## src/rtl/regfile_seq.sv

```systemverilog
// regfile_seq: micro-sequencer driving a 4 x 8-bit register file.
// Takes MOVI/MOV/ADD/SUB instructions over a valid/ready handshake and
// owns the register file's read-address and write ports.
// Optional zero/negative flag registers: define REGFILE_SEQ_FLAGS_EN.
// When it is undefined the flag ports are tied to 0.

module regfile_seq #(
  parameter int unsigned DW = 8,
  parameter int unsigned AW = 2
) (
  input  logic          clk,
  input  logic          rst_n,
  input  logic          in_valid,
  output logic          in_ready,
  input  logic [1:0]    in_op,
  input  logic [AW-1:0] in_rd,
  input  logic [AW-1:0] in_rs,
  input  logic [3:0]    in_imm,
  output logic [AW-1:0] rf_ra,
  output logic [AW-1:0] rf_rb,
  input  logic [DW-1:0] rf_da,
  input  logic [DW-1:0] rf_db,
  output logic          rf_we,
  output logic [AW-1:0] rf_wa,
  output logic [DW-1:0] rf_wd,
  output logic          busy,
  output logic          done,
  output logic          flag_z,
  output logic          flag_n
);

  localparam int unsigned IMM_W = 4;

  localparam logic [1:0] S_IDLE  = 2'd0;
  localparam logic [1:0] S_READ  = 2'd1;
  localparam logic [1:0] S_EXEC  = 2'd2;
  localparam logic [1:0] S_WRITE = 2'd3;

  localparam logic [1:0] OP_MOVI = 2'b00;
  localparam logic [1:0] OP_MOV  = 2'b01;
  localparam logic [1:0] OP_ADD  = 2'b10;
  localparam logic [1:0] OP_SUB  = 2'b11;

  logic [1:0]    state_q,  state_d;
  logic [1:0]    op_q,     op_d;
  logic [AW-1:0] rd_q,     rd_d;
  logic [AW-1:0] rs_q,     rs_d;
  logic [DW-1:0] a_q,      a_d;
  logic [DW-1:0] b_q,      b_d;
  logic [DW-1:0] result_q, result_d;
  logic          we_q,     we_d;
  logic          ready_q,  ready_d;
  logic          busy_q,   busy_d;

  // Next-state, operand capture and result computation.
  always_comb begin
    state_d  = state_q;
    op_d     = op_q;
    rd_d     = rd_q;
    rs_d     = rs_q;
    a_d      = a_q;
    b_d      = b_q;
    result_d = result_q;
    we_d     = 1'b0;

    case (state_q)
      S_IDLE: begin
        if (in_valid) begin
          op_d = in_op;
          rd_d = in_rd;
          rs_d = in_rs;
          if (in_op == OP_MOVI) begin
            // MOVI skips READ/EXEC; the sign-extended immediate becomes the result.
            result_d = {{(DW-IMM_W){in_imm[IMM_W-1]}}, in_imm};
            state_d  = S_WRITE;
            we_d     = 1'b1;
          end else begin
            state_d = S_READ;
          end
        end
      end
      S_READ: begin
        a_d     = rf_da;
        b_d     = rf_db;
        state_d = S_EXEC;
      end
      S_EXEC: begin
        case (op_q)
          OP_MOV:  result_d = b_q;
          OP_ADD:  result_d = DW'(a_q + b_q);
          OP_SUB:  result_d = DW'(a_q - b_q);
          default: result_d = result_q;
        endcase
        state_d = S_WRITE;
        we_d    = 1'b1;
      end
      S_WRITE: begin
        state_d = S_IDLE;
      end
      default: begin
        state_d = S_IDLE;
      end
    endcase

    ready_d = (state_d == S_IDLE);
    busy_d  = ~ready_d;
  end

  // State and datapath registers with synchronous active-low reset.
  always_ff @(posedge clk) begin
    if (!rst_n) begin
      state_q  <= S_IDLE;
      op_q     <= OP_MOVI;
      rd_q     <= '0;
      rs_q     <= '0;
      a_q      <= '0;
      b_q      <= '0;
      result_q <= '0;
      we_q     <= 1'b0;
      ready_q  <= 1'b1;
      busy_q   <= 1'b0;
    end else begin
      state_q  <= state_d;
      op_q     <= op_d;
      rd_q     <= rd_d;
      rs_q     <= rs_d;
      a_q      <= a_d;
      b_q      <= b_d;
      result_q <= result_d;
      we_q     <= we_d;
      ready_q  <= ready_d;
      busy_q   <= busy_d;
    end
  end

  assign in_ready = ready_q;
  assign busy     = busy_q;
  assign rf_ra    = rd_q;
  assign rf_rb    = rs_q;
  assign rf_wa    = rd_q;
  assign rf_wd    = result_q;
  assign rf_we    = we_q;
  assign done     = we_q;

`ifdef REGFILE_SEQ_FLAGS_EN
  logic flag_z_q;
  logic flag_n_q;

  // Flags track the value committed by the most recent write.
  always_ff @(posedge clk) begin
    if (!rst_n) begin
      flag_z_q <= 1'b0;
      flag_n_q <= 1'b0;
    end else if (we_q) begin
      flag_z_q <= (result_q == '0);
      flag_n_q <= result_q[DW-1];
    end
  end

  assign flag_z = flag_z_q;
  assign flag_n = flag_n_q;
`else
  assign flag_z = 1'b0;
  assign flag_n = 1'b0;
`endif

endmodule

```

## config.mk

```make
export PLATFORM = sky130hd
export DESIGN_NAME = regfile_seq
export DESIGN_NICKNAME = d
export VERILOG_FILES = /design/src/rtl/regfile_seq.sv
export SDC_FILE = /design/constraint.sdc
export NUM_CORES = 1
export LEC_CHECK = 0
export ABC_AREA = 1
export BUFFER_PORTS_ARGS = -buffer_cell sky130_fd_sc_hd__buf_2
export CORE_MARGIN = 1
export CORE_UTILIZATION = 45
export DETAILED_ROUTE_END_ITERATION = 12
export GPL_ROUTABILITY_DRIVEN = 0
export PLACE_DENSITY = 0.72
export SLEW_MARGIN = 20
export SYNTH_ARGS = -nofsm -noshare
export SYNTH_HDL_FRONTEND = slang
export SYNTH_SLANG_ARGS = --single-unit
```

## constraint.sdc

```tcl
create_clock -name clk -period 2.1 [get_ports clk]
set_input_delay 0.105 -clock clk [delete_from_list [all_inputs] [get_ports clk]]
set_output_delay 0.105 -clock clk [all_outputs]
set_load 0.05 [all_outputs]
```

==> flow_metrics.env <==
export IMPL_min_path_cells=3
export IMPL_ir_drop_mv=0.551
export IMPL_routed_wl_um=4890
export IMPL_setup_violations=1
export IMPL_die_area_mm2=0.00462
export IMPL_tightest_slew_ps=594
export IMPL_p_total_w=0.00267
export IMPL_drtAntennaViolNets=0
export IMPL_grt_max_degree=32
export IMPL_vias=1928
export IMPL_io_pins=49
export IMPL_tritoncts="done"
export IMPL_initial_core_util_pct=48.0
export IMPL_synth_top_area_share_pct=35.7
export IMPL_finalCritPeriodShare_pct=101
export IMPL_grt_overflow=0
export IMPL_critPathTopFamily="simple AND/OR/NAND/NOR gates"
export IMPL_antenna_found_initial=0
export IMPL_drt_first_pass_iters=4
export IMPL_yosys_register_bits=35
export IMPL_syn_area_per_cell_um2=7.23
export IMPL_critical_path_startpoint_type="flip-flop"
export IMPL_drt_initial_drc_count=108
export IMPL_timing_final_max_slew_violations=0
export IMPL_critPathKind="flip-flop to flip-flop"
export IMPL_netlist_area_mm2=0.00196
export IMPL_cts_hold_buf=0
export IMPL_post_place_ws_ps=-129
export IMPL_vias_per_cell=5.09
export IMPL_rsz0062_at_grt="true"
export IMPL_cpPeakStageDelay_ps=330
export IMPL_fin_worst_skew_ps=8.10
export IMPL_cts_made_buffers=5
export IMPL_dieWidth_um=68.0
export IMPL_synth_top_cell_by_area="dfxtp_1"
export IMPL_power_leakage_nw=1.21
export IMPL_grt_pass1_vias=1707
export IMPL_cts_root_buf="clkbuf_8"
export IMPL_hold_viol=0
export IMPL_endpoint_kind="flip-flop"
export IMPL_crit_fanout=5
export IMPL_holdWs_ps=26.8
export IMPL_synth_cell_types=31
export IMPL_die_y_um=68.0
export IMPL_path_cells="inv_2 > ha_4 > inv_2 > nor2_4 > nor2_1 > a22oi_1 > ha_1 > a21oi_2 > nand2_2 > nand2_1 > nand2_1 > inv_1 > nand2_1 > nand3_1 > nand2_1 > a21oi_1"
export IMPL_clock_sinks=35
export IMPL_hp_class="input port to flip-flop"
export IMPL_nets=371
export IMPL_maxSlewHeadroom_pct=60.4
export IMPL_power_density_mw_per_mm2=1050
export IMPL_layout_setup_ws_ps=-22.1
export IMPL_outcome="complete, but fails checks"
export IMPL_wl_per_cell_um=12.9
export IMPL_ctsLongestPathBuffers=2
export IMPL_critPathBufInv=3
export IMPL_grt_pass1_wl_um=7390
export IMPL_cp_arrival_ps=2350
export IMPL_grt_use_total_pct=21.9
export IMPL_synthToLayoutAreaGrowth_pct=30.0
export IMPL_antenna_cells=0
export IMPL_reg2reg_depth=16
export IMPL_drc_errors=0
export IMPL_fmax_mhz=471
export IMPL_synthTopCellsByArea="dfxtp_1, o21ai_0, ha_1"
export IMPL_path_clk_slew_ps=80
export IMPL_drive_gt1_share_pct=33.1
export IMPL_io_buffers=46
export IMPL_cp_depth=16
export IMPL_period_needed_ps=2120
export IMPL_slowest_stage="dfxtp_2"
export IMPL_h_tree_depth=2
export IMPL_syn_inst=271
export IMPL_rows=23
export IMPL_dp_hpwl_um=3300
export IMPL_violations="setup timing"
export IMPL_yosys_warnings=0
export IMPL_core_area_mm2=0.00409
export IMPL_ys_seq_area_share_pct=35.7
export IMPL_cap_violations=0
export IMPL_worstPathRequired_ps=2320
export IMPL_crit_top_cell="nand2_1"
export IMPL_insertion_delay_ps=300
-- cell type report --
class / count / area, um^2
flip-flops and latches: 35 / 706
repair buffers: 64 / 369
inverters: 36 / 138
clock inverters: 1 / 7.51
clock buffers: 7 / 96.3
well taps: 50 / 62.6
multi-input cells: 186 / 1170
fillers: 389 / 1540
-- worst reg2reg max path, delay by kind of cell, from the launching register on --
family / cells / cell delay (ps)
compound gates: 3 / 450
simple gates: 8 / 660
flops: 1 / 330
buf+inv: 3 / 180
fa+ha+maj: 2 / 450
-- logic make-up (layout without fill, tap and decap cells) --
kind of cell / Yosys count / count (layout) / share of synthesized area, %
xor+xnor: 7 / 7 / 3.13
simple gates: 87 / 87 / 18.6
buf+inv: 51 / 108 / 11.9
compound gates: 76 / 76 / 21.1
fa+ha+maj: 14 / 14 / 9.32
other cells: 1 / 2 / 0.191
flops: 35 / 35 / 35.7
-- synthesized netlist by cell type (all sizes together) --
library cell / n
inv: 36
or2: 2
dfxtp: 35
a21boi: 1
nand4: 2
nand3b: 1
nand3: 13
buf: 11
nand2: 31
nor2: 37
o21ai: 37
xnor2: 2
o211ai: 1
conb: 1
a31oi: 4
ha: 13
xor2: 5
clkbuf: 4
nor3: 1
a22oi: 1
fa: 1
a21oi: 32
-- cells in the final DEF, fill, tap and decap left out, types with 2 or more instances in the layout --
cell type	count
o21ai_0	32
ha_1	7
inv_1	30
or2_1	2
conb_1	2
clkbuf_8	7
a21oi_2	6
xnor2_1	2
nand2_2	5
nand2_1	25
a31oi_1	2
dfxtp_1	31
nand3_1	12
buf_2	46
buf_4	17
a21oi_1	26
inv_2	5
o21ai_1	3
ha_4	6
xor2_1	5
o21ai_2	2
dfxtp_2	4
nand4_1	2
nor2_1	34
nor2_2	2
-- per-layer routing --
layer / GRT usage, % / share of wire, % / routed length, um
met1: 25.3 / 43 / 2110
met2: 38.0 / 50 / 2420
met3: 4.00 / 4.0 / 195
met4: 11.7 / 3.4 / 165
met5: 0 / 0 / 0
-- final timing paths --
kind | start | to | slack (ps)
max reg2reg | b_q[1] | rf_wd[7] | -20
max | b_q[1] | rf_wd[7] | -20
min reg2reg | rf_rb[0] | rf_rb[0] | 490
min | rf_da[4] | a_q[4] | 30
-- sequential cells by signal, indices dropped and copies added, names as in the netlist --
register	cells
a_q	8
b_q	8
rf_wd	8
op_q	2
rf_ra	2
rf_rb	2
state_q	2
busy	1
done	1
in_ready	1
-- timing repair --
item | 4_1_cts | 5_1_grt
setup endpoints to repair | 3 | 5
buffers inserted | 1 | 3
gates resized for setup | 13 | 22
pin swaps | 12 | 25
-- where the power goes --
group | internal (W) | total (W) | switching, W
clock network | 0.000298 | 0.000554 | 0.000256
registers | 0.000753 | 0.000812 | 0.0000587
logic | 0.000524 | 0.00130 | 0.000780
total | 0.00158 | 0.00267 | 0.00109
-- metrics by stage --
stage / utilization [%] / cell area [um^2] / TNS, ps / cells
after detailed placement: 55.4 / 2260 / -245 / 367
after global placement: 55.4 / 2260 / -59.4 / 367
after CTS: 59.7 / 2440 / 0 / 376
after global routing: 62.4 / 2550 / -464 / 379
after floorplan: - / 1960 / 0 / 272
final: 62.4 / 2550 / -22.1 / 379
(Power assumes the default switching activity.)
